**config.mk**
```make
export PLATFORM = sky130hd
export DESIGN_NAME = muldiv_sequencer_flat
export DESIGN_NICKNAME = d
export VERILOG_FILES = /design/src/rtl/muldiv_sequencer_if.sv /design/src/rtl/muldiv_sequencer.sv /design/src/flat_wrapper.sv
export SDC_FILE = /design/constraint.sdc
export NUM_CORES = 1
export LEC_CHECK = 0
export ABC_AREA = 1
export CAP_MARGIN = 20
export CORE_UTILIZATION = 31
export CTS_CLUSTER_SIZE = 24
export DETAILED_ROUTE_END_ITERATION = 7
export PLACE_DENSITY = 0.49
export SYNTH_ARGS = -nofsm -noshare
export SYNTH_HDL_FRONTEND = slang
export SYNTH_SLANG_ARGS = --single-unit
```
**constraint.sdc**
```tcl
create_clock -name clk -period 2.8 [get_ports clk]
set_input_delay 0.28 -clock clk [delete_from_list [all_inputs] [get_ports clk]]
set_output_delay 0.28 -clock clk [all_outputs]
set_load 0.02 [all_outputs]
```
**src/rtl/muldiv_sequencer_if.sv**
```systemverilog
// Execute-stage <-> multiply/divide sequencer bundle.
// The execute stage is the master; the sequencer is the slave and owns HI/LO.
interface muldiv_sequencer_if #(
  parameter int unsigned XLEN = 32
);
  logic            startE;
  logic [1:0]      opE;
  logic [XLEN-1:0] srcaE;
  logic [XLEN-1:0] srcbE;
  logic            hienE;
  logic            loenE;
  logic [XLEN-1:0] wdataE;
  logic [XLEN-1:0] hiout;
  logic [XLEN-1:0] loout;
  logic            busy;
  logic            stallMD;

  modport master (
    output startE, opE, srcaE, srcbE, hienE, loenE, wdataE,
    input  hiout, loout, busy, stallMD
  );

  modport slave (
    input  startE, opE, srcaE, srcbE, hienE, loenE, wdataE,
    output hiout, loout, busy, stallMD
  );
endinterface

```
**src/rtl/muldiv_sequencer.sv**
```systemverilog
// Multi-cycle multiply/divide sequencer owning the architectural HI/LO registers.
// Radix-2 shift-add multiply and restoring divide, one iteration per cycle, on
// unsigned magnitudes; signs are applied in a final FIXUP cycle.
// Optional feature macro: MULDIV_FAST_MUL_EN (single-cycle multiplies written at the
// start edge; divides keep the iterative path).
module muldiv_sequencer #(
  parameter int unsigned XLEN = 32
) (
  input logic               clk,
  input logic               reset,
  muldiv_sequencer_if.slave bus
);

  localparam int unsigned CW = (XLEN > 1) ? $clog2(XLEN) : 1;

  localparam logic [1:0] StIdle = 2'd0;
  localparam logic [1:0] StRun  = 2'd1;
  localparam logic [1:0] StFix  = 2'd2;

  logic [1:0]        state_q, state_d;
  logic [CW-1:0]     cnt_q, cnt_d;
  // Multiply: {partial product high, multiplier shifting out}.
  // Divide:   {partial remainder, dividend shifting out / quotient shifting in}.
  logic [2*XLEN-1:0] acc_q, acc_d;
  logic [XLEN-1:0]   opnd_q, opnd_d;   // multiplicand or divisor magnitude
  logic [XLEN-1:0]   dvd_q, dvd_d;     // dividend as given, for divide-by-zero HI
  logic              is_div_q, is_div_d;
  logic              neg_lo_q, neg_lo_d;
  logic              neg_hi_q, neg_hi_d;
  logic              dvz_q, dvz_d;
  logic [XLEN-1:0]   hi_q, hi_d;
  logic [XLEN-1:0]   lo_q, lo_d;

  logic              busy;
  logic              go_iter;
  logic              sgn, sa, sb;
  logic [XLEN-1:0]   mag_a, mag_b;

  // Operand magnitudes and sign flags for the op presented this cycle.
  always_comb begin
    sgn   = ~bus.opE[0];
    sa    = sgn & bus.srcaE[XLEN-1];
    sb    = sgn & bus.srcbE[XLEN-1];
    mag_a = sa ? (~bus.srcaE + 1'b1) : bus.srcaE;
    mag_b = sb ? (~bus.srcbE + 1'b1) : bus.srcbE;
  end

`ifdef MULDIV_FAST_MUL_EN
  logic [2*XLEN-1:0] fast_prod;

  // Sign-extended operands multiplied modulo 2^(2*XLEN) give the correct signed or
  // unsigned full product.
  always_comb begin
    fast_prod = {{XLEN{sa}}, bus.srcaE} * {{XLEN{sb}}, bus.srcbE};
    go_iter   = bus.startE & bus.opE[1];
  end
`else
  // Every op takes the iterative path.
  always_comb begin
    go_iter = bus.startE;
  end
`endif

  logic [XLEN:0]     mul_sum;
  logic [XLEN:0]     div_sh;
  logic [XLEN:0]     div_diff;
  logic [2*XLEN-1:0] mul_next, div_next;

  // One radix-2 iteration of each datapath.
  always_comb begin
    mul_sum  = {1'b0, acc_q[2*XLEN-1:XLEN]} + (acc_q[0] ? {1'b0, opnd_q} : {(XLEN+1){1'b0}});
    mul_next = {mul_sum, acc_q[XLEN-1:1]};
    // Partial remainder is always below the divisor, so XLEN+1 bits hold the shift.
    div_sh   = {acc_q[2*XLEN-1:XLEN], acc_q[XLEN-1]};
    div_diff = div_sh - {1'b0, opnd_q};
    if (div_diff[XLEN]) begin
      div_next = {div_sh[XLEN-1:0], acc_q[XLEN-2:0], 1'b0};
    end else begin
      div_next = {div_diff[XLEN-1:0], acc_q[XLEN-2:0], 1'b1};
    end
  end

  logic [2*XLEN-1:0] prod_fix;
  logic [XLEN-1:0]   quot_fix, rem_fix;

  // Sign correction of the magnitude result. The -2^(XLEN-1) / -1 case needs no
  // special handling: magnitude quotient 2^(XLEN-1), positive, remainder 0.
  always_comb begin
    prod_fix = neg_lo_q ? (~acc_q + 1'b1) : acc_q;
    quot_fix = neg_lo_q ? (~acc_q[XLEN-1:0] + 1'b1) : acc_q[XLEN-1:0];
    rem_fix  = neg_hi_q ? (~acc_q[2*XLEN-1:XLEN] + 1'b1) : acc_q[2*XLEN-1:XLEN];
  end

  // Next-state, iteration and HI/LO update logic.
  always_comb begin
    state_d  = state_q;
    cnt_d    = cnt_q;
    acc_d    = acc_q;
    opnd_d   = opnd_q;
    dvd_d    = dvd_q;
    is_div_d = is_div_q;
    neg_lo_d = neg_lo_q;
    neg_hi_d = neg_hi_q;
    dvz_d    = dvz_q;
    hi_d     = hi_q;
    lo_d     = lo_q;
    unique case (state_q)
      StIdle: begin
        if (bus.hienE) hi_d = bus.wdataE;
        if (bus.loenE) lo_d = bus.wdataE;
`ifdef MULDIV_FAST_MUL_EN
        if (bus.startE && !bus.opE[1]) begin
          hi_d = fast_prod[2*XLEN-1:XLEN];
          lo_d = fast_prod[XLEN-1:0];
        end
`endif
        if (go_iter) begin
          is_div_d = bus.opE[1];
          neg_lo_d = sa ^ sb;
          neg_hi_d = bus.opE[1] ? sa : (sa ^ sb);
          dvz_d    = (bus.srcbE == '0);
          dvd_d    = bus.srcaE;
          if (bus.opE[1]) begin
            acc_d  = {{XLEN{1'b0}}, mag_a};
            opnd_d = mag_b;
          end else begin
            acc_d  = {{XLEN{1'b0}}, mag_b};
            opnd_d = mag_a;
          end
          cnt_d   = CW'(XLEN - 1);
          state_d = StRun;
        end
      end
      StRun: begin
        acc_d = is_div_q ? div_next : mul_next;
        if (cnt_q == '0) begin
          state_d = StFix;
        end else begin
          cnt_d = cnt_q - 1'b1;
        end
      end
      StFix: begin
        if (!is_div_q) begin
          hi_d = prod_fix[2*XLEN-1:XLEN];
          lo_d = prod_fix[XLEN-1:0];
        end else if (dvz_q) begin
          hi_d = dvd_q;
          lo_d = '1;
        end else begin
          hi_d = rem_fix;
          lo_d = quot_fix;
        end
        state_d = StIdle;
      end
      default: state_d = StIdle;
    endcase
  end

  // State registers with synchronous reset; reset aborts any op in flight.
  always_ff @(posedge clk) begin
    if (reset) begin
      state_q  <= StIdle;
      cnt_q    <= '0;
      acc_q    <= '0;
      opnd_q   <= '0;
      dvd_q    <= '0;
      is_div_q <= 1'b0;
      neg_lo_q <= 1'b0;
      neg_hi_q <= 1'b0;
      dvz_q    <= 1'b0;
      hi_q     <= '0;
      lo_q     <= '0;
    end else begin
      state_q  <= state_d;
      cnt_q    <= cnt_d;
      acc_q    <= acc_d;
      opnd_q   <= opnd_d;
      dvd_q    <= dvd_d;
      is_div_q <= is_div_d;
      neg_lo_q <= neg_lo_d;
      neg_hi_q <= neg_hi_d;
      dvz_q    <= dvz_d;
      hi_q     <= hi_d;
      lo_q     <= lo_d;
    end
  end

  // Outputs: busy decodes the state register only; stall also covers the start cycle.
  always_comb begin
    busy        = (state_q != StIdle);
    bus.busy    = busy;
    bus.stallMD = busy | bus.startE;
    bus.hiout   = hi_q;
    bus.loout   = lo_q;
  end

endmodule

```
**src/flat_wrapper.sv**
```systemverilog
// flat-port wrapper written by rule: the top's interface ports become plain ports
module muldiv_sequencer_flat 
#(
  parameter int unsigned XLEN = 32
)
  (clk, reset, bus_startE, bus_opE, bus_srcaE, bus_srcbE, bus_hienE, bus_loenE, bus_wdataE, bus_hiout, bus_loout, bus_busy, bus_stallMD);
  muldiv_sequencer_if #(.XLEN(XLEN)) bus_i ();
  input logic clk;
  input logic reset;
  input wire logic [$bits(bus_i.startE)-1:0] bus_startE;
  input wire logic [$bits(bus_i.opE)-1:0] bus_opE;
  input wire logic [$bits(bus_i.srcaE)-1:0] bus_srcaE;
  input wire logic [$bits(bus_i.srcbE)-1:0] bus_srcbE;
  input wire logic [$bits(bus_i.hienE)-1:0] bus_hienE;
  input wire logic [$bits(bus_i.loenE)-1:0] bus_loenE;
  input wire logic [$bits(bus_i.wdataE)-1:0] bus_wdataE;
  output wire logic [$bits(bus_i.hiout)-1:0] bus_hiout;
  output wire logic [$bits(bus_i.loout)-1:0] bus_loout;
  output wire logic [$bits(bus_i.busy)-1:0] bus_busy;
  output wire logic [$bits(bus_i.stallMD)-1:0] bus_stallMD;
  assign bus_i.startE = bus_startE;
  assign bus_i.opE = bus_opE;
  assign bus_i.srcaE = bus_srcaE;
  assign bus_i.srcbE = bus_srcbE;
  assign bus_i.hienE = bus_hienE;
  assign bus_i.loenE = bus_loenE;
  assign bus_i.wdataE = bus_wdataE;
  assign bus_hiout = bus_i.hiout;
  assign bus_loout = bus_i.loout;
  assign bus_busy = bus_i.busy;
  assign bus_stallMD = bus_i.stallMD;
  muldiv_sequencer #(.XLEN(XLEN)) u_core (.clk(clk), .reset(reset), .bus(bus_i));
endmodule
```
# Word level (Yosys, flattened, before mapping)
# Cells that the tools add are included.
[op_classes] mux=27 div=0 reduce_logical=12 n_bitwise=10 eq_ne=7 shift=0 n_mul=0 add_sub_neg=8 magnitude_cmp=0
[op_table] operator="two-way mux 32 bit" count=13
[op_table] operator="two-way mux 64 bit" count=4
[op_table] operator="adder 32 x 1 -> 32 bit, second input constant" count=4
[op_table] operator="NOT 32 bit" count=4
[op_table] operator="case mux 32 bit (2 select lines)" count=2
[op_table] operator="case mux 64 bit (2 select lines)" count=1
[op_table] operator="adder 64 x 1 -> 64 bit, second input constant" count=1
[op_table] operator="NOT 64 bit" count=1
[op_table] operator="adder 32 x 33 -> 33 bit" count=1
[op_table] operator="subtractor 33 x 32 -> 33 bit" count=1
[op_table] operator="logical NOT 32 bit" count=1
[op_table] operator="two-way mux 5 bit" count=2
[op_table] operator="case mux 5 bit (2 select lines)" count=1
[op_table] operator="AND reduction 2 bit" count=5
[op_table] operator="inequality test 2 bit, second input constant" count=4
[op_table] operator="nonzero test 2 bit" count=3
[op_table] operator="logical NOT 5 bit" count=1
[op_table] operator="subtractor 5 x 1 -> 5 bit, second input constant" count=1
[op_table] operator="two-way mux 2 bit" count=2
[op_table] operator="case mux 2 bit (2 select lines)" count=1
[op_table] operator="AND reduction 3 bit" count=1
[op_table] operator="AND 1 bit" count=2
[op_table] operator="equality test 2 x 1 -> 1 bit, second input constant" count=1
[op_table] operator="equality test 2 bit, second input constant" count=1
[op_table] operator="6 further kinds" count=6
[word_totals] mem_bits_ro=0 in_bits=103 word_cells=75 latch_bits=0 output_inout_bits=66 mem_count=0 mem_bits_rw=0 reg_bits=203

# Longest topological paths before layout
[depth] depth_word=6 mapped_depth=21 mapped_depth_nobuf=19

# Worst setup path before layout
# OpenSTA, ideal clock, no wires.
[synth_timing] path_type="flip-flop to flip-flop" from="register u_core.acc_q[0]" to="register u_core.acc_q[59]" synth_period_minus_slack_ns=2.546 slack_ns=0.254 path_stages_with_launch=18 required_ns=2.662 arrival_ns=2.408 path_cell_list="dfxtp_1 buf_2 clkbuf_1 nand2_1 inv_1 ha_1 inv_1 fa_1 o21ai_0 nand2_1 nand3_1 nand2_1 nand3_1 nand2_1 nor2_1 nor2_1 nand2_1 a21oi_2"
[synth_via] elab_chain_cells=4
[synth_rtl] item="start: declaration" line="muldiv_sequencer.sv:24" rtl="logic [2*XLEN-1:0] acc_q, acc_d;"
[synth_rtl] item="start signal: assignment" line="muldiv_sequencer.sv:164" rtl="acc_q <= '0;"
[synth_rtl] item="start signal: assignment" line="muldiv_sequencer.sv:176" rtl="acc_q <= acc_d;"
[synth_rtl] item="two-way mux 32 bit" line="muldiv_sequencer.sv:71" rtl="mul_sum = {1'b0, acc_q[2*XLEN-1:XLEN]} + (acc_q[0] ? {1'b0, opnd_q} : {(XLEN+1){1'b0}});"
[synth_rtl] item="adder 32 x 33 -> 33 bit" line="muldiv_sequencer.sv:71"
[synth_rtl] item="two-way mux 64 bit" line="muldiv_sequencer.sv:135" rtl="acc_d = is_div_q ? div_next : mul_next;"
[synth_rtl] item="case mux 64 bit (2 select lines)" line="muldiv_sequencer.sv:107" rtl="unique case (state_q)"
# Every way passes these cells.
# A chain may end at the register's enable or synchronous reset.

# Worst setup path in the final report
[layout_timing] from="register u_core.acc_q[0]" to="register u_core.hi_q[16], in the netlist u_core.bus.hiout[16]"
[layout_via] elab_chain_cells=5
[layout_rtl] item="NOT 64 bit" line="muldiv_sequencer.sv:89" rtl="prod_fix = neg_lo_q ? (~acc_q + 1'b1) : acc_q;"
[layout_rtl] item="adder 64 x 1 -> 64 bit" line="muldiv_sequencer.sv:89"
[layout_rtl] item="two-way mux 64 bit" line="muldiv_sequencer.sv:89"
[layout_rtl] item="two-way mux 32 bit" line="muldiv_sequencer.sv:143" rtl="if (!is_div_q) begin"
[layout_rtl] item="case mux 32 bit (2 select lines)" line="muldiv_sequencer.sv:107"
[layout_rtl] item="end signal: assignment" line="muldiv_sequencer.sv:183" rtl="hi_q <= hi_d;"
[layout_rtl] item="end: declaration" line="muldiv_sequencer.sv:31" rtl="logic [XLEN-1:0] hi_q, hi_d;"
# Every way passes these cells.

==> reports/results.txt <==
outcome: finished, final reports clean
number of global-route vias before repair: 21900
Hold Vio Cnt, Final: 0
Arrival @ worst endpoint: 3.13 ns
largest fanout on the critical path: 8
type of the tightest min-delay check: in -> reg
Worst setup SP type: register
CP Capture Type: register
Adder-Cell Fraction of Synth Area: 4.67%
busiest layer in global routing: met2
Worst Tran Pin Value: 0.907 ns
Die ar.: 64200 um2
complex-gate fraction of the synthesized area: 21.5%
reg-to-reg slack, setup: 0.17 ns
cts hold-fix bufs: 0
Setup Crit Path Kind: reg -> reg
CTS root buf: clkbuf_16
clk_skew: 0.0121 ns
CP cell instances: buf_4, inv_2, ha_1, nand3_1, nor2_4, nand2_2, nand2_1, nand2_2, a21oi_4, buf_4, nand2_1, nand2_1, nand3_1, o21ai_1, nand2_1, a21oi_1
simple-gate area share of the yosys netlist: 38.6%
crit-path leading delay family: simple AND/OR/NAND/NOR gates
Final setup viols: 0
most frequent CP cell: nand2_1
DRT iter0 DRCs: 2499
Mapped Area: 19600 um2
final setup margin: 0.173 ns
dpl ws: 0.0861 ns
stages on the worst setup path: 16
pin count of the biggest net entering global routing: 86
mux cell area share after synthesis: 0%
slowest stage delay, CP: 0.35 ns
post-detailed-route DRC marker count: 0
syn nets: 3644
Slew headroom: 39.6%
setup TNS: 0 ns
Crit Reg-Reg Endpoint: u_core.bus.hiout[16]$_SDFFE_PP0P_
min cycle time layout: 2.63 ns
fin. max-slew vios: 0
first-pass GRT wire length: 141000 um
via count: 23800
Clock Tree Buf Depth: 3
Clk Latency, worst-skew pair: 0.57 ns
num ports: 169
routed length per instance: 21.2 um
GR Overflow Total: 0
CTS tree: built
CTS sink count: 203
initial antenna violation count: 1
unrepaired setup endpoints after global routing: yes
Area Growth Syn to Fin: 21.4%
Total GRT Usage: 29.2%
critical path required time: 3.30 ns
Hold Startpoint: reset
core area: 62100 um2
r2r worst-path depth: 16
Die Span Y: 253 um
Achievable Freq: 381 MHz
post-synth cell types: 52
Clock H-tree levels: 1
hold endpoint: u_core.acc_q[8]$_SDFFE_PP0P_
final net count: 3820
Seq/Total Area, Yosys: 20.7%
RD Place Congestion: 0.985
ant diodes: 0
Max-Cap Viols: 0
register bit total from synthesis: 203
Die X: 253 um
Lkg Pwr: 11.2 nW
XOR/XNOR Fraction of Synth Area: 2.73%
M3 GR Usage: 2.92%
Post-Syn Area per Cell: 5.65 um2
Routed Antenna Nets: 0
CTS Buf Count: 26
clk slew on worst S/H paths: 0.07 ns
Power Total: 12.5 mW
PwrDens: 527 nW/um2
I/O Buffers: 168
Period Utilization, post-route: 93.8%
Synth warnings: 0
Initial Utilization: 31.6%
M2 GR Usage: 44.0%
worst vdd ir: 0.000453 V
combinational family with the most area after synthesis: simple AND/OR/NAND/NOR gates
Row Count: 91
final WL: 95500 um
vias per cell: 5.29
Syn Inst Count: 3469
hold path depth: 5
WP buf/inv: 3
Critical-path top delay cell: dfxtp_1
worst r2r src: u_core.acc_q[0]$_SDFFE_PP0P_
GR Util met1: 43.0%
share of cells above drive strength 1: 8.41%
DRT Pass-1 Iters: 5
detailed placer's ending HPWL: 77400 um
[state kept, by name (all words and copies together), names as in the netlist]
name / cells
u_core.is_div_q: 1
u_core.neg_hi_q: 1
u_core.bus.loout: 32
u_core.dvz_q: 1
u_core.bus.hiout: 32
u_core.acc_q: 64
u_core.opnd_q: 32
u_core.neg_lo_q: 1
u_core.cnt_q: 5
u_core.dvd_q: 32
u_core.state_q: 2
[final cells by class]
| cell class | instances | area (um2) |
|---|---|---|
| Timing Repair Buffer | 307 | 2860 |
| Tap cell | 837 | 1050 |
| Clock buffer | 35 | 734 |
| Multi-Input combinational cell | 2672 | 13300 |
| Clock inverter | 12 | 134 |
| Sequential cell | 203 | 4070 |
| Inverter | 435 | 1640 |
| Fill cell | 7012 | 38300 |
[tightest hold or removal path, cell delays in order]
cell,delay [ns]
buf_2,0.11
clkinv_2,0.07
buf_12,0.20
o21ai_0,0.11
a31oi_1,0.04
[logic make-up after synthesis]
kind of cell	Yosys count
flops	203
buf+inv	594
compound gates	782
fa+ha+maj	72
simple gates	1757
xor+xnor	61
[routing by layer]
layer  vias up  part of all wire (%)  routed length (um)
met5         -                     0                   0
met4         0                   3.3                3110
met3       114                   7.0                6730
met2       889                    42               40600
li1      11700                     -                   -
met1     11100                    47               45100
[layout by cell type, fill, tap and decap left out, types with 55 or more instances in the layout]
master           synthesis  routed
nand3_1                331     331
inv_1                  417     416
nor2_1                 325     317
ha_1                    70      68
a21oi_1                346     343
clkdlybuf4s50_1          0     167
buf_4                    5     127
dfxtp_1                203     200
nand2_1                930     928
o21ai_0                299     297
xor2_1                  55      55
[synth_stat cells (all sizes together)]
library cell,number,share of area [%]
nand2,951,19
inv,432,8.3
a21oi,361,9.6
nor2,346,7.1
nand3,343,9.1
o21ai,329,8.5
dfxtp,203,21
clkbuf,115,2.2
ha,70,4.5
xor2,55,2.5
buf,44,1.2
nand4,33,1.1
nor3,32,0.89
nand3b,23,0.88
o211ai,23,0.88
a31oi,21,0.67
or2,14,0.45
o221ai,9,0.40
nor4,8,0.26
o31ai,8,0.31
a21o,6,0.23
o21bai,6,0.23
o22ai,6,0.19
xnor2,6,0.27
a211oi,4,0.15
a22oi,4,0.15
and2,4,0.13
clkinv,3,0.057
a21boi,2,0.077
fa,2,0.20
a32oi,1,0.045
and3,1,0.032
nor3b,1,0.038
o21a,1,0.038
o311a,1,0.051
or3,1,0.032
[worst max path at each step]
stage	startpoint	endpoint	slack, ns
after detailed placement	bus_srcbE[0]	u_core.acc_q[30]$_SDFFE_PP0P_	0.09
after floorplan	u_core.acc_q[0]$_SDFFE_PP0P_	u_core.acc_q[59]$_SDFFE_PP0P_	0.25
after global placement	bus_srcbE[0]	u_core.acc_q[30]$_SDFFE_PP0P_	0.12
after CTS	u_core.acc_q[0]$_SDFFE_PP0P_	u_core.acc_q[49]$_SDFFE_PP0P_	0.18
final	u_core.acc_q[0]$_SDFFE_PP0P_	u_core.bus.hiout[16]$_SDFFE_PP0P_	0.17
after global routing	u_core.acc_q[0]$_SDFFE_PP0P_	u_core.acc_q[50]$_SDFFE_PP0P_	-0.02
[power breakdown]
group | switching [mW] | internal, mW | total [mW]
sequential | 0.349 | 3.18 | 3.53
combinational | 3.70 | 1.79 | 5.49
clock | 1.49 | 2.03 | 3.51
[stage by stage]
stage	hold WS, ns	utilization (%)	cells	instance area [um2]
final	0.296	38.3	4501	23800
after global routing	0.331	38.3	4501	23800
after CTS	0.287	38.2	4501	23700
after detailed placement	0.491	36.8	4454	22900
after global placement	0.480	36.8	4454	22900
after floorplan	0.415	-	3469	19600
[repair_timing]
action,in CTS,in global routing
setup endpoints to repair,0,17
setup buffers,0,0
gates resized for setup,0,17
(Power assumes the default switching activity.)
